**config.mk**
```make
export PLATFORM = sky130hd
export DESIGN_NAME = next_hop_scheduler_flat
export DESIGN_NICKNAME = d
export VERILOG_FILES = /design/src/rtl/next_hop_scheduler_if.sv /design/src/rtl/next_hop_scheduler.sv /design/src/flat_wrapper.sv
export SDC_FILE = /design/constraint.sdc
export NUM_CORES = 1
export LEC_CHECK = 0
export CELL_PAD_IN_SITES_DETAIL_PLACEMENT = 1
export CELL_PAD_IN_SITES_GLOBAL_PLACEMENT = 1
export CORE_ASPECT_RATIO = 0.7
export CORE_MARGIN = 2
export CORE_UTILIZATION = 40
export DETAILED_ROUTE_END_ITERATION = 10
export PLACE_DENSITY_LB_ADDON = 0.1
export SLEW_MARGIN = 15
export SYNTH_ARGS = -nofsm -noshare
export SYNTH_HDL_FRONTEND = slang
export SYNTH_SLANG_ARGS = --single-unit
```
**constraint.sdc**
```tcl
create_clock -name clk -period 4.1 [get_ports clk]
set_input_delay 0.615 -clock clk [delete_from_list [all_inputs] [get_ports clk]]
set_output_delay 0.615 -clock clk [all_outputs]
set_load 0.02 [all_outputs]
```
**src/rtl/next_hop_scheduler_if.sv**
```systemverilog
// Request/response and neighbor-table signals of the next-hop scheduler.
// The master view belongs to the environment: the routing/MAC control that
// issues requests and the neighbor-table RAM that answers reads. The slave
// view belongs to the scheduler itself.
interface next_hop_scheduler_if #(
  parameter int unsigned ID_W   = 8,
  parameter int unsigned HOP_W  = 8,
  parameter int unsigned Q_W    = 16,
  parameter int unsigned ADDR_W = 5
) ();

  // Request side
  logic              start;
  logic [HOP_W-1:0]  my_hops_sink;
  logic [HOP_W-1:0]  my_hops_ch;
  logic [ID_W-1:0]   chosen_ch;
  logic [ADDR_W:0]   num_nbrs;

  // Neighbor-table read port
  logic              nbr_rd_en;
  logic [ADDR_W-1:0] nbr_addr;
  logic [ID_W-1:0]   nbr_id;
  logic [HOP_W-1:0]  nbr_hops_ch;
  logic [Q_W-1:0]    nbr_qvalue;

  // Result side
  logic              busy;
  logic              done;
  logic              found;
  logic [ID_W-1:0]   next_hop;

  modport master (
    output start, my_hops_sink, my_hops_ch, chosen_ch, num_nbrs,
    output nbr_id, nbr_hops_ch, nbr_qvalue,
    input  nbr_rd_en, nbr_addr,
    input  busy, done, found, next_hop
  );

  modport slave (
    input  start, my_hops_sink, my_hops_ch, chosen_ch, num_nbrs,
    input  nbr_id, nbr_hops_ch, nbr_qvalue,
    output nbr_rd_en, nbr_addr,
    output busy, done, found, next_hop
  );

endinterface

```
**src/rtl/next_hop_scheduler.sv**
```systemverilog
// Next-hop decision engine for an EER-RL clustered sensor node.
// Sink and cluster-head shortcuts resolve directly; otherwise the neighbor
// table is walked one entry per cycle and the highest-Q neighbor one hop
// closer to the cluster head is selected (lowest address wins ties).
module next_hop_scheduler #(
  parameter int unsigned     ID_W    = 8,
  parameter int unsigned     HOP_W   = 8,
  parameter int unsigned     Q_W     = 16,
  parameter int unsigned     ADDR_W  = 5,
  parameter logic [ID_W-1:0] SINK_ID = '0,
  parameter logic [ID_W-1:0] NO_HOP  = '1
) (
  input logic                 clk,
  input logic                 nrst,
  next_hop_scheduler_if.slave bus
);

  localparam int unsigned CntW = ADDR_W + 1;

  typedef enum logic [1:0] {
    StIdle,
    StDecide,
    StScan,
    StDone
  } state_e;

  state_e state_q, state_d;

  // Latched request
  logic [HOP_W-1:0] hops_sink_q, hops_sink_d;
  logic [HOP_W-1:0] hops_ch_q, hops_ch_d;
  logic [ID_W-1:0]  ch_id_q, ch_id_d;
  logic [CntW-1:0]  num_q, num_d;

  // Scan bookkeeping; the counter is one bit wider so a full table never wraps
  logic [CntW-1:0]  cnt_q, cnt_d;
  logic [CntW-1:0]  cnt_inc;
  logic             rd_en_q, rd_en_d;
  logic             eval_q;
  logic [Q_W-1:0]   qbest_q, qbest_d;
  logic [ID_W-1:0]  best_id_q, best_id_d;
  logic             have_cand_q, have_cand_d;
  logic [HOP_W-1:0] hop_tgt;
  logic             qualify;

  // Registered outputs
  logic             busy_q, busy_d;
  logic             done_q, done_d;
  logic             found_q, found_d;
  logic [ID_W-1:0]  next_hop_q, next_hop_d;

  assign cnt_inc = cnt_q + CntW'(1);
  assign hop_tgt = hops_ch_q - HOP_W'(1);
  // Read data is valid the cycle after a strobe, hence eval_q gating
  assign qualify = eval_q && (bus.nbr_hops_ch == hop_tgt);

  // State and datapath registers
  always_ff @(posedge clk or negedge nrst) begin
    if (!nrst) begin
      state_q     <= StIdle;
      hops_sink_q <= '0;
      hops_ch_q   <= '0;
      ch_id_q     <= '0;
      num_q       <= '0;
      cnt_q       <= '0;
      rd_en_q     <= 1'b0;
      eval_q      <= 1'b0;
      qbest_q     <= '0;
      best_id_q   <= '0;
      have_cand_q <= 1'b0;
      busy_q      <= 1'b0;
      done_q      <= 1'b0;
      found_q     <= 1'b0;
      next_hop_q  <= NO_HOP;
    end else begin
      state_q     <= state_d;
      hops_sink_q <= hops_sink_d;
      hops_ch_q   <= hops_ch_d;
      ch_id_q     <= ch_id_d;
      num_q       <= num_d;
      cnt_q       <= cnt_d;
      rd_en_q     <= rd_en_d;
      eval_q      <= rd_en_q;
      qbest_q     <= qbest_d;
      best_id_q   <= best_id_d;
      have_cand_q <= have_cand_d;
      busy_q      <= busy_d;
      done_q      <= done_d;
      found_q     <= found_d;
      next_hop_q  <= next_hop_d;
    end
  end

  // Next-state, request latching, candidate selection and result formation
  always_comb begin
    state_d     = state_q;
    hops_sink_d = hops_sink_q;
    hops_ch_d   = hops_ch_q;
    ch_id_d     = ch_id_q;
    num_d       = num_q;
    cnt_d       = cnt_q;
    rd_en_d     = 1'b0;
    qbest_d     = qbest_q;
    best_id_d   = best_id_q;
    have_cand_d = have_cand_q;
    done_d      = 1'b0;
    found_d     = found_q;
    next_hop_d  = next_hop_q;

    unique case (state_q)
      StIdle: begin
        if (bus.start) begin
          hops_sink_d = bus.my_hops_sink;
          hops_ch_d   = bus.my_hops_ch;
          ch_id_d     = bus.chosen_ch;
          num_d       = bus.num_nbrs;
          state_d     = StDecide;
        end
      end

      StDecide: begin
        if (hops_sink_q == HOP_W'(1)) begin
          next_hop_d = SINK_ID;
          found_d    = 1'b1;
          done_d     = 1'b1;
          state_d    = StDone;
        end else if (hops_ch_q == HOP_W'(1)) begin
          next_hop_d = ch_id_q;
          found_d    = 1'b1;
          done_d     = 1'b1;
          state_d    = StDone;
        end else if ((hops_ch_q == '0) || (num_q == '0)) begin
          next_hop_d = NO_HOP;
          found_d    = 1'b0;
          done_d     = 1'b1;
          state_d    = StDone;
        end else begin
          have_cand_d = 1'b0;
          qbest_d     = '0;
          cnt_d       = '0;
          rd_en_d     = 1'b1;
          state_d     = StScan;
        end
      end

      StScan: begin
        // First qualifier always taken; later ones only on strictly higher Q
        if (qualify && (!have_cand_q || (bus.nbr_qvalue > qbest_q))) begin
          have_cand_d = 1'b1;
          qbest_d     = bus.nbr_qvalue;
          best_id_d   = bus.nbr_id;
        end
        if (rd_en_q) begin
          if (cnt_inc < num_q) begin
            cnt_d   = cnt_inc;
            rd_en_d = 1'b1;
          end
        end else begin
          // Trailing cycle: last entry evaluated above, publish result
          next_hop_d = have_cand_d ? best_id_d : NO_HOP;
          found_d    = have_cand_d;
          done_d     = 1'b1;
          state_d    = StDone;
        end
      end

      StDone: begin
        state_d = StIdle;
      end

      default: begin
        state_d = StIdle;
      end
    endcase

    busy_d = (state_d != StIdle);
  end

  assign bus.nbr_rd_en = rd_en_q;
  assign bus.nbr_addr  = cnt_q[ADDR_W-1:0];
  assign bus.busy      = busy_q;
  assign bus.done      = done_q;
  assign bus.found     = found_q;
  assign bus.next_hop  = next_hop_q;

endmodule

```
**src/flat_wrapper.sv**
```systemverilog
// flat-port wrapper written by rule: the top's interface ports become plain ports
module next_hop_scheduler_flat 
#(
  parameter int unsigned     ID_W    = 8,
  parameter int unsigned     HOP_W   = 8,
  parameter int unsigned     Q_W     = 16,
  parameter int unsigned     ADDR_W  = 5,
  parameter logic [ID_W-1:0] SINK_ID = '0,
  parameter logic [ID_W-1:0] NO_HOP  = '1
)
  (clk, nrst, bus_start, bus_my_hops_sink, bus_my_hops_ch, bus_chosen_ch, bus_num_nbrs, bus_nbr_id, bus_nbr_hops_ch, bus_nbr_qvalue, bus_nbr_rd_en, bus_nbr_addr, bus_busy, bus_done, bus_found, bus_next_hop);
  next_hop_scheduler_if #(.ID_W(ID_W), .HOP_W(HOP_W), .Q_W(Q_W), .ADDR_W(ADDR_W)) bus_i ();
  input logic clk;
  input logic nrst;
  input wire logic [$bits(bus_i.start)-1:0] bus_start;
  input wire logic [$bits(bus_i.my_hops_sink)-1:0] bus_my_hops_sink;
  input wire logic [$bits(bus_i.my_hops_ch)-1:0] bus_my_hops_ch;
  input wire logic [$bits(bus_i.chosen_ch)-1:0] bus_chosen_ch;
  input wire logic [$bits(bus_i.num_nbrs)-1:0] bus_num_nbrs;
  input wire logic [$bits(bus_i.nbr_id)-1:0] bus_nbr_id;
  input wire logic [$bits(bus_i.nbr_hops_ch)-1:0] bus_nbr_hops_ch;
  input wire logic [$bits(bus_i.nbr_qvalue)-1:0] bus_nbr_qvalue;
  output wire logic [$bits(bus_i.nbr_rd_en)-1:0] bus_nbr_rd_en;
  output wire logic [$bits(bus_i.nbr_addr)-1:0] bus_nbr_addr;
  output wire logic [$bits(bus_i.busy)-1:0] bus_busy;
  output wire logic [$bits(bus_i.done)-1:0] bus_done;
  output wire logic [$bits(bus_i.found)-1:0] bus_found;
  output wire logic [$bits(bus_i.next_hop)-1:0] bus_next_hop;
  assign bus_i.start = bus_start;
  assign bus_i.my_hops_sink = bus_my_hops_sink;
  assign bus_i.my_hops_ch = bus_my_hops_ch;
  assign bus_i.chosen_ch = bus_chosen_ch;
  assign bus_i.num_nbrs = bus_num_nbrs;
  assign bus_i.nbr_id = bus_nbr_id;
  assign bus_i.nbr_hops_ch = bus_nbr_hops_ch;
  assign bus_i.nbr_qvalue = bus_nbr_qvalue;
  assign bus_nbr_rd_en = bus_i.nbr_rd_en;
  assign bus_nbr_addr = bus_i.nbr_addr;
  assign bus_busy = bus_i.busy;
  assign bus_done = bus_i.done;
  assign bus_found = bus_i.found;
  assign bus_next_hop = bus_i.next_hop;
  next_hop_scheduler #(.ID_W(ID_W), .HOP_W(HOP_W), .Q_W(Q_W), .ADDR_W(ADDR_W), .SINK_ID(SINK_ID), .NO_HOP(NO_HOP)) u_core (.clk(clk), .nrst(nrst), .bus(bus_i));
endmodule
```
==> summary.txt <==
Job
  – Max-Cap Viols: 0

Synth
  – Ys flop type: dfrtp_1
  – Seq/Total Area, Yosys: 40.80%
  – Syn avg cell area: between 9 and 10 µm²
  – Yosys reg bits: 76
  – Yosys warnings: 0
  – Synthesized area: 4686 µm²
  – Syn Nets: 564
  – Gate Count Post-Synth: 471
  – EDFF count, synth: 0
  – Yosys cell types: 60
  – Fraction of registers with async set/reset: 100.0%

GRT
  – Initial antenna violation count: 1
  – First-pass GRT wire length: between 20000 and 25000 µm
  – Maximum number of pins on one net before global-route repair: slightly below 80
  – Gr ovfl total: 0
  – GRT Total Usage: a little over a fifth
  – Number of global-route vias before repair: 4177

Clocking
  – Clk_lat worst skew: 0.34 ns
  – H-tree depth: 3
  – Clock sinks: 76
  – Clock transition at the registers of the reported paths: 0.07 ns
  – Hold_buf cts: 0
  – # Post-CTS Setup Buffers: 0
  – Max clock buf depth: 2
  – Clk root buf: clkbuf_16
  – Num CTS Buffers: 9
  – CTS tree: done
  – CTS resizes: 0

Detailed routing
  – Max layer used: met4
  – WL met1: between 6000 and 7000 µm
  – WL per Instance: 18.32 µm
  – DRC Markers: 0
  – Vias/cell: 5.627
  – Met3 WL: 672 µm
  – Final ANT Viol Nets: 0
  – First DRT Iteration DRCs: 146
  – DR vias: 3939
  – First-pass DRT Iterations: 4
  – DR WL met2: approximately 5700 µm
  – Final wirelength: 12830 µm

Layout
  – # fillers: 1289
  – Antenna cell count: 0
  – Fraction of layout cells with a size suffix above 1: between 15 and 20%
  – Nets: around 630
  – Area grow syn2layout: 26.22%
  – Register Area: roughly 1900 µm²
  – Area of the multi-input gates: 2486 µm²

Power
  – P_leak: between 2 and 2.5 nW
  – Peak VDD IR: around 0.42 mV
  – Pwr Density: 608.7 nW/µm²

Die
  – Rows: 33
  – Die H: 94.56 µm
  – Starting Density: 40.53%
  – Core Box Area: 11560 µm²
  – Die area: 12610 µm²
  – IO Pins: 82
  – Die Width: 133.4 µm

Timing
  – Fmax: 0.3064 GHz
  – Period utilization: 79.61%
  – Clock Skew: about 0.0087 ns
  – Relative slew slack: 32.03%
  – Final slew viol count: 0
  – Fin crit period: 3.264 ns
  – Setup TNS: 0 ns
  – Final hold slack: around 0.44 ns
  – RSZ-0062 raised after global routing: false
  – Fin. Hold Viols: 0
  – Measured slew at the worst slew-check pin: 1.020 ns
  – Final setup violation count: 0

Worst setup path
  – R2r endpoint: u_core.qbest_q[5]$_DFFE_PN0P_
  – CP arrival: 3.50 ns
  – Worst Path Required: 4.33 ns
  – Worst reg2reg path depth: 9
  – R2r startpoint: u_core.qbest_q[14]$_DFFE_PN0P_
  – Worst-path fanout max: 35
  – Slowest CP cell: or4_4
  – Max incr delay on CP: 0.57 ns
  – CP delay by family, top: simple AND/OR/NAND/NOR gates
  – Crit. End Element: flip-flop
  – WS Path Type: in -> reg
  – Buffers and inverters on the worst path: 2
  – R2r setup slk: 1.15 ns
  – Startpoint types: primary input
  – CP Launch Point: bus_nbr_qvalue[14]
  – Worst path cell trace: clkdlybuf4s50_1 > ha_1 > nand4_1 > nor4_1 > a21boi_1 > nor4b_2 > buf_4 > or4_4 > o311ai_1

Status
  – Status: complete, no violations

Place
  – IO buf count: 81
  – Global placer's final weighted congestion: just over 0.8
  – Final HPWL DP: 8950 µm

Min path
  – Worst hold path class: in -> async
[power by group]
| part | internal [mW] | switching (mW) |
|---|---|---|
| logic | 0.675 | 0.874 |
| clock network | 0.493 | 0.339 |
| registers | 1.02 | 0.197 |
| total | 2.19 | 1.41 |
[sequential cells by signal, indices dropped and copies added, names as in the netlist]
name and flops:
u_core.ch_id_q 8, u_core.bus.next_hop 8, u_core.best_id_q 8, u_core.qbest_q 16, u_core.bus.found 1, u_core.have_cand_q 1
u_core.num_q 6, u_core.cnt_q 6, u_core.hops_sink_q 8, u_core.bus.busy 1, u_core.bus.nbr_rd_en 1, u_core.hops_ch_q 8
u_core.eval_q 1, u_core.state_q 2, u_core.bus.done 1
[how the worst max path moves through the flow]
stage / to / slack, ns / cells past startpoint
4_1_cts: u_core.qbest_q[5]$_DFFE_PN0P_ / 0.87 / 9
3_3_place_gp: u_core.qbest_q[0]$_DFFE_PN0P_ / 0.63 / 9
2_1_floorplan: u_core.best_id_q[0]$_DFFE_PN0P_ / 1.36 / 8
6_report: u_core.qbest_q[5]$_DFFE_PN0P_ / 0.84 / 9
3_5_place_dp: u_core.qbest_q[5]$_DFFE_PN0P_ / 0.51 / 9
5_1_grt: u_core.qbest_q[5]$_DFFE_PN0P_ / 0.62 / 9
[cell usage after synthesis, drive strengths merged, types with 2 or more instances]
library cell | instances | area share, %
nor2 | 16 | 1.3
nor2b | 3 | 0.40
nand2 | 35 | 2.9
clkbuf | 23 | 1.8
a31oi | 9 | 1.2
ha | 28 | 7.5
nor4 | 2 | 0.27
and2 | 4 | 0.53
dfrtp | 68 | 36
nand3 | 19 | 2.0
o21ai | 12 | 1.3
o311ai | 23 | 4.7
nand4 | 13 | 1.9
o211ai | 3 | 0.77
mux2 | 38 | 9.1
a211oi | 3 | 0.48
and3 | 3 | 0.40
or2 | 2 | 0.27
inv | 38 | 3.0
or4 | 11 | 1.8
xor2 | 7 | 1.3
buf | 10 | 1.4
a221oi | 5 | 0.93
nor4b | 3 | 0.88
mux2i | 2 | 0.43
o31a | 3 | 0.56
nand4b | 11 | 2.1
o211a | 2 | 0.43
o31ai | 8 | 1.3
a21boi | 3 | 0.48
nor3 | 7 | 1.1
xnor2 | 5 | 0.93
a21oi | 31 | 3.4
dfstp | 8 | 4.5
[per-stage QoR]
step           setup WS [ns]  utilization, %  area, µm²  cells  total power, mW
6_report              0.8361           51.16       5914    700            3.600
5_1_grt               0.6243           51.16       5914    700            3.859
4_1_cts               0.8680           51.16       5914    700            3.639
3_5_place_dp          0.5141           48.48       5605    684            2.781
3_3_place_gp          0.6332           48.48       5605    684            2.732
2_1_floorplan          1.357               -       4686    471            2.259
[metal layers]
layer	global-route usage [%]	up-vias
met5	0	-
met4	6.383	0
met2	34.32	81
met3	6.227	12
li1	-	1881
met1	28.27	1965
[logic make-up (layout without fill, tap and decap cells)]
group	Yosys count	in the layout	share of synthesized area [%]
flip-flops	76	76	40.80
buffers and inverters	71	143	6.275
XOR/XNOR	12	12	2.243
multiplexers	40	40	9.559
AND/OR/NAND/NOR	135	135	16.80
AO/OA/AOI/OAI	109	109	16.85
adder cells (fa/ha/maj)	28	28	7.477
[final cells by class]
class | count | share of cell area (%)
multi-input cells | 324 | 42.04
flip-flops and latches | 76 | 32.32
well taps | 157 | 3.321
clock inverters | 6 | 1.185
clock buffers | 10 | 4.041
repair buffers | 89 | 14.68
inverters | 38 | 2.412
[placed cells by master, fill, tap and decap left out, types with 6 or more instances in the layout]
cell type	count
nand3_1	19
clkdlybuf4s50_1	80
o21ai_0	11
o311ai_1	6
clkbuf_16	9
mux2_2	38
inv_1	38
o31ai_1	8
nand2_1	34
nand4b_1	11
ha_1	28
nor2_1	16
xor2_1	7
nand4_1	12
a31oi_1	9
dfrtp_1	68
or4_1	10
a21oi_1	30
o311ai_0	16
dfstp_2	8
buf_4	9
Note: power is estimated with default switching activity, not from simulation.
==> RTL change 1, RTL diff (same flow settings) <==
`ADDR_W` is set to 5 in 3 places; all go to 4.
--- a/src/rtl/next_hop_scheduler_if.sv
+++ b/src/rtl/next_hop_scheduler_if.sv
@@ -8,3 +8,3 @@
   parameter int unsigned Q_W    = 16,
-  parameter int unsigned ADDR_W = 5
+  parameter int unsigned ADDR_W = 4
 ) ();
--- a/src/rtl/next_hop_scheduler.sv
+++ b/src/rtl/next_hop_scheduler.sv
@@ -8,3 +8,3 @@
   parameter int unsigned     Q_W     = 16,
-  parameter int unsigned     ADDR_W  = 5,
+  parameter int unsigned     ADDR_W  = 4,
   parameter logic [ID_W-1:0] SINK_ID = '0,
--- a/src/flat_wrapper.sv
+++ b/src/flat_wrapper.sv
@@ -6,3 +6,3 @@
   parameter int unsigned     Q_W     = 16,
-  parameter int unsigned     ADDR_W  = 5,
+  parameter int unsigned     ADDR_W  = 4,
   parameter logic [ID_W-1:0] SINK_ID = '0,
Interface: changed (resized bus_nbr_addr and bus_num_nbrs); port bits go from 82 to 80. No check against the original RTL was run, so the function may have changed too.
==> RTL change 1 against the original RTL <==
First-iteration DRC count fell by 21%; count of clock-buffer cells in the layout unchanged; highest routed layer unchanged; sequential cell count decreased by 2; critical path type unchanged; critical path depth unchanged; power fell by 3.1%; largest power group unchanged; worst setup slack gained 0.12 ns; routed wire length is 9.8% lower; area after synthesis down 8.4%; combinational power down 4%; cell area is 7.2% lower.
==> RTL change 1: results <==
{
  "status": "complete, no violations",
  "dr_wl_met2_microns": 5150,
  "ys_async_sr_fraction_pct": 100.0,
  "met1_usage_pct": 29.92,
  "drive_gt1_share_pct": 13.35,
  "drt_iter0_drc": 116,
  "worst_path_max_delay_cell": "a2111o_1",
  "grtUsageMet2_pct": 32.71,
  "gr-usage-met3_pct": 4.799,
  "max_freq_ghz": 0.3178,
  "avgSynthCellArea_sq_um": 9.773,
  "layout.nets": 603,
  "crit_end": "u_core.qbest_q[2]",
  "wl_per_cell_microns": 17.82,
  "path_clk_slew_ns": 0.06,
  "cp_max_fo": 21,
  "top_layer": "met4",
  "reg2reg_from": "u_core.hops_ch_q[0]",
  "r2r_slack_ns": 0.96,
  "wl_met3_microns": 542,
  "antenna_found_initial": 0,
  "cp_top_family": "compound AO/OA/AOI/OAI gates",
  "grt_pass1_vias": 3826,
  "htree_levels": 3,
  "cellLeakagePower_nw": 2.343,
  "io_buffers": 79,
  "critPathMaxStageDelay_ns": 0.64,
  "top_register": "u_core.qbest_q",
  "vias": 3597,
  "cts_setup_buffers": 0,
  "syn-num-nets": 530,
  "rr_worst_depth": 9,
  "worst_hold_slack_ns": 0.1985,
  "synthDistinctLibCells": 53,
  "worst_slew_pin_slew_ns": 0.7894,
  "cts_resized": 0,
  "yosys.area.top_type_share_pct": 38.50,
  "grt_first_pass_wirelength_microns": 19500,
  "dp_hpwl_microns": 8415,
  "yosysWarnings": 0,
  "grt_use_total_pct": 21.19,
  "synth-seq-area-share_pct": 43.39,
  "clock_skew_ns": 0.006743,
  "preCtsSetupSlack_ns": 0.5697,
  "ys_top_cells_by_area": "dfrtp_1 (38%), ha_1 (7.9%), mux2_2 (7.6%), dfstp_2 (4.9%), nand2_1 (4.0%)",
  "r2r_end": "u_core.qbest_q[5]",
  "drt-met1-wl_microns": 5799,
  "clock_latency_ns": 0.34,
  "place_inst": 633,
  "place_area_sq_um": 5195,
  "hold_class": "input pin to async pin",
  "instances_no_fill": 649,
  "place_congestion": 0.7985,
  "synth_top_flop_cell": "dfrtp_1",
  "worst_ir_drop_vdd_v": 0.0002966,
  "grt_max_degree": 58,
  "synthTopCellsByCount": "dfrtp_1 (66), nand2_1 (46), a21oi_1 (30)"
}
## RTL change 1: where the power goes
| part | switching [mW] | internal [mW] | leakage, nW |
|---|---|---|---|
| Sequential | 0.201 | 1.00 | 0.931 |
| Clock | 0.319 | 0.473 | 0.143 |
| Combinational | 0.835 | 0.657 | 1.27 |
| Total | 1.35 | 2.13 | 2.34 |
## RTL change 1: kinds of logic after synthesis
logic type               after synthesis  share of synthesized area [%]
adder cells (fa/ha/maj)               27                          7.874
AO/OA/AOI/OAI                        106                          16.56
AND/OR/NAND/NOR                      130                          15.02
buffers and inverters                 55                          5.395
flip-flops                            74                          43.39
XOR/XNOR                              10                          2.042
multiplexers                          37                          9.711
## RTL change 1: cell type report
class	instances	area (sq um)
Timing Repair Buffer	89	860.8
Tap cell	132	165.2
Sequential cell	74	1862
Clock buffer	10	229.0
Multi-Input combinational cell	310	2202
Inverter	28	105.1
Fill cell	1164	4906
Clock inverter	6	65.06
==> RTL change 2, RTL diff (config.mk and constraints unchanged) <==
Without the edit above. The 4 states of `state_e` get a one-hot encoding in 4 bits.
--- a/src/rtl/next_hop_scheduler.sv
+++ b/src/rtl/next_hop_scheduler.sv
@@ -19,7 +19,7 @@
 
-  typedef enum logic [1:0] {
-    StIdle,
-    StDecide,
-    StScan,
-    StDone
+  typedef enum logic [3:0] {
+    StIdle   = 4'b0001,
+    StDecide = 4'b0010,
+    StScan   = 4'b0100,
+    StDone   = 4'b1000
   } state_e;
Formal check against the unedited RTL: same outputs for any inputs over 10 cycles, from zero or initial values and one cycle with nrst low; not proved beyond that.
==> RTL change 2 against the original RTL <==
Worst setup slack better by 0.18 ns; global-route usage is 0.43 points lower; sequential cell count rose by 2; cell area decreased by 4.4%; power decreased by 16%; maximum frequency is 5.8% higher; routed wire length fell by 10%; area after synthesis fell by 6.0%; critical path type unchanged; largest power group is now sequential cells.
==> RTL change 2: results <==
{
  "io_buffers": 81,
  "r2r_end": "u_core.best_id_q[1]",
  "wl_per_cell_microns": 17.51,
  "p_sw_mw": 1.033,
  "cts.path.max_buffers": 2,
  "path_clk_slew_ns": 0.06,
  "antenna_found_initial": 0,
  "diodes": 0,
  "grt_first_pass_wirelength_microns": 19280,
  "yosysWarnings": 0,
  "largest_reg_flops": 16,
  "worstSetupStartpoint": "bus_nbr_qvalue[15]",
  "rr_worst_depth": 6,
  "clock-root-buffer": "clkbuf_16",
  "syn-num-nets": 515,
  "synthTopCellsByCount": "dfrtp_1 (69), nand2_1 (35), inv_1 (29)",
  "reg2reg_from": "u_core.hops_ch_q[3]",
  "cp.arrival_ns": 3.31,
  "worst_ir_drop_vdd_v": 0.0003216,
  "drt_iter0_drc": 170,
  "synth_enable_flop_cells": 0,
  "grt_use_total_pct": 20.97,
  "place_area_sq_um": 5351,
  "critPathMaxStageDelay_ns": 0.44,
  "critPathKind": "input pin to register",
  "worst_slew_pin_slew_ns": 1.022,
  "viasPerCell": 5.390,
  "status": "complete, no violations",
  "grt_max_degree": 79,
  "clock_skew_ns": 0.008367,
  "place_congestion": 0.7532,
  "grt_pass1_vias": 3746,
  "layout.nets": 588,
  "cellLeakagePower_nw": 2.425,
  "dp_hpwl_microns": 8181,
  "htree_levels": 3,
  "cts_setup_buffers": 0,
  "cts-buffers-inserted": 9,
  "cts_resized": 0,
  "r2r_slack_ns": 1.24,
  "synthDistinctLibCells": 53,
  "ys_async_sr_fraction_pct": 100.0,
  "cp_max_fo": 8,
  "cp_top_family": "simple AND/OR/NAND/NOR gates",
  "clock_latency_ns": 0.34,
  "ys_top_cells_by_area": "dfrtp_1 (39%), ha_1 (6.8%), mux2_2 (6.1%), dfstp_2 (5.4%), a41oi_1 (3.2%)",
  "synth-seq-area-share_pct": 44.55,
  "worst_path_max_delay_cell": "clkdlybuf4s50_1",
  "drive_gt1_share_pct": 14.88,
  "hold_class": "input pin to async pin"
}
RTL change 2: final cells by class:
type | count | area (sq um)
clock buffer | 11 | 242.7
fill | 1189 | 5238
clock inverter | 5 | 58.81
sequential | 78 | 1963
tap | 153 | 191.4
multi-input combinational | 290 | 2205
timing repair buffer | 91 | 883.3
inverter | 29 | 108.9
RTL change 2: cell families (layout without fill, tap and decap cells):
family	Yosys count	in the layout	share of synthesized area, %
multiplexers	44	44	11.58
AND/OR/NAND/NOR	107	107	12.29
flip-flops	78	78	44.55
adder cells (fa/ha/maj)	24	24	6.814
AO/OA/AOI/OAI	101	101	16.38
buffers and inverters	58	136	5.593
XOR/XNOR	14	14	2.783
RTL change 2: power groups by stage:
stage,combinational (mW),clock [mW],sequential (mW)
5_1_grt,1.20,0.872,1.20
2_1_floorplan,0.742,0,1.14
3_3_place_gp,1.02,0,1.17
3_5_place_dp,1.06,0,1.18
4_1_cts,1.07,0.838,1.17
6_report,1.05,0.818,1.17
RTL change 2: metal layers:
metal | wire, microns | part of all wire, % | GRT usage (%)
met1 | 5733 | 50 | 29.96
met2 | 4987 | 43 | 31.36
met3 | 688 | 6.0 | 6.359
met4 | 94 | 0.82 | 4.659
met5 | 0 | 0 | 0
RTL change 2: worst register-to-register path, stage by stage (launching register included):
cell and delay, ns:
dfrtp_1 0.44, or4_4 0.58, or3_1 0.37, a211oi_2 0.26, and4_1 0.48, nand3_4 0.26, mux2_4 0.35
RTL change 2: worst min-delay path by stage:
stage,start,end,slack [ns]
floorplan,nrst,u_core.best_id_q[0],0.32
global placement,u_core.bus.nbr_rd_en,u_core.eval_q,0.47
detailed placement,u_core.bus.nbr_rd_en,u_core.eval_q,0.47
finish,nrst,u_core.hops_sink_q[3],0.44
CTS,u_core.bus.nbr_rd_en,u_core.eval_q,0.48
global route,u_core.bus.nbr_rd_en,u_core.eval_q,0.50
RTL change 2: through the flow:
step | instances | hold WS, ns | utilization [%] | total power [mW] | setup slack [ns]
after floorplan | 426 | 0.3194 | - | 1.886 | 1.454
after global routing | 657 | 0.5002 | 51.91 | 3.269 | 0.7404
final | 657 | 0.4382 | 51.91 | 3.035 | 1.016
after detailed placement | 641 | 0.4706 | 49.14 | 2.240 | 0.6632
after global placement | 641 | 0.4726 | 49.14 | 2.190 | 0.8719
after CTS | 657 | 0.4836 | 51.91 | 3.070 | 1.005
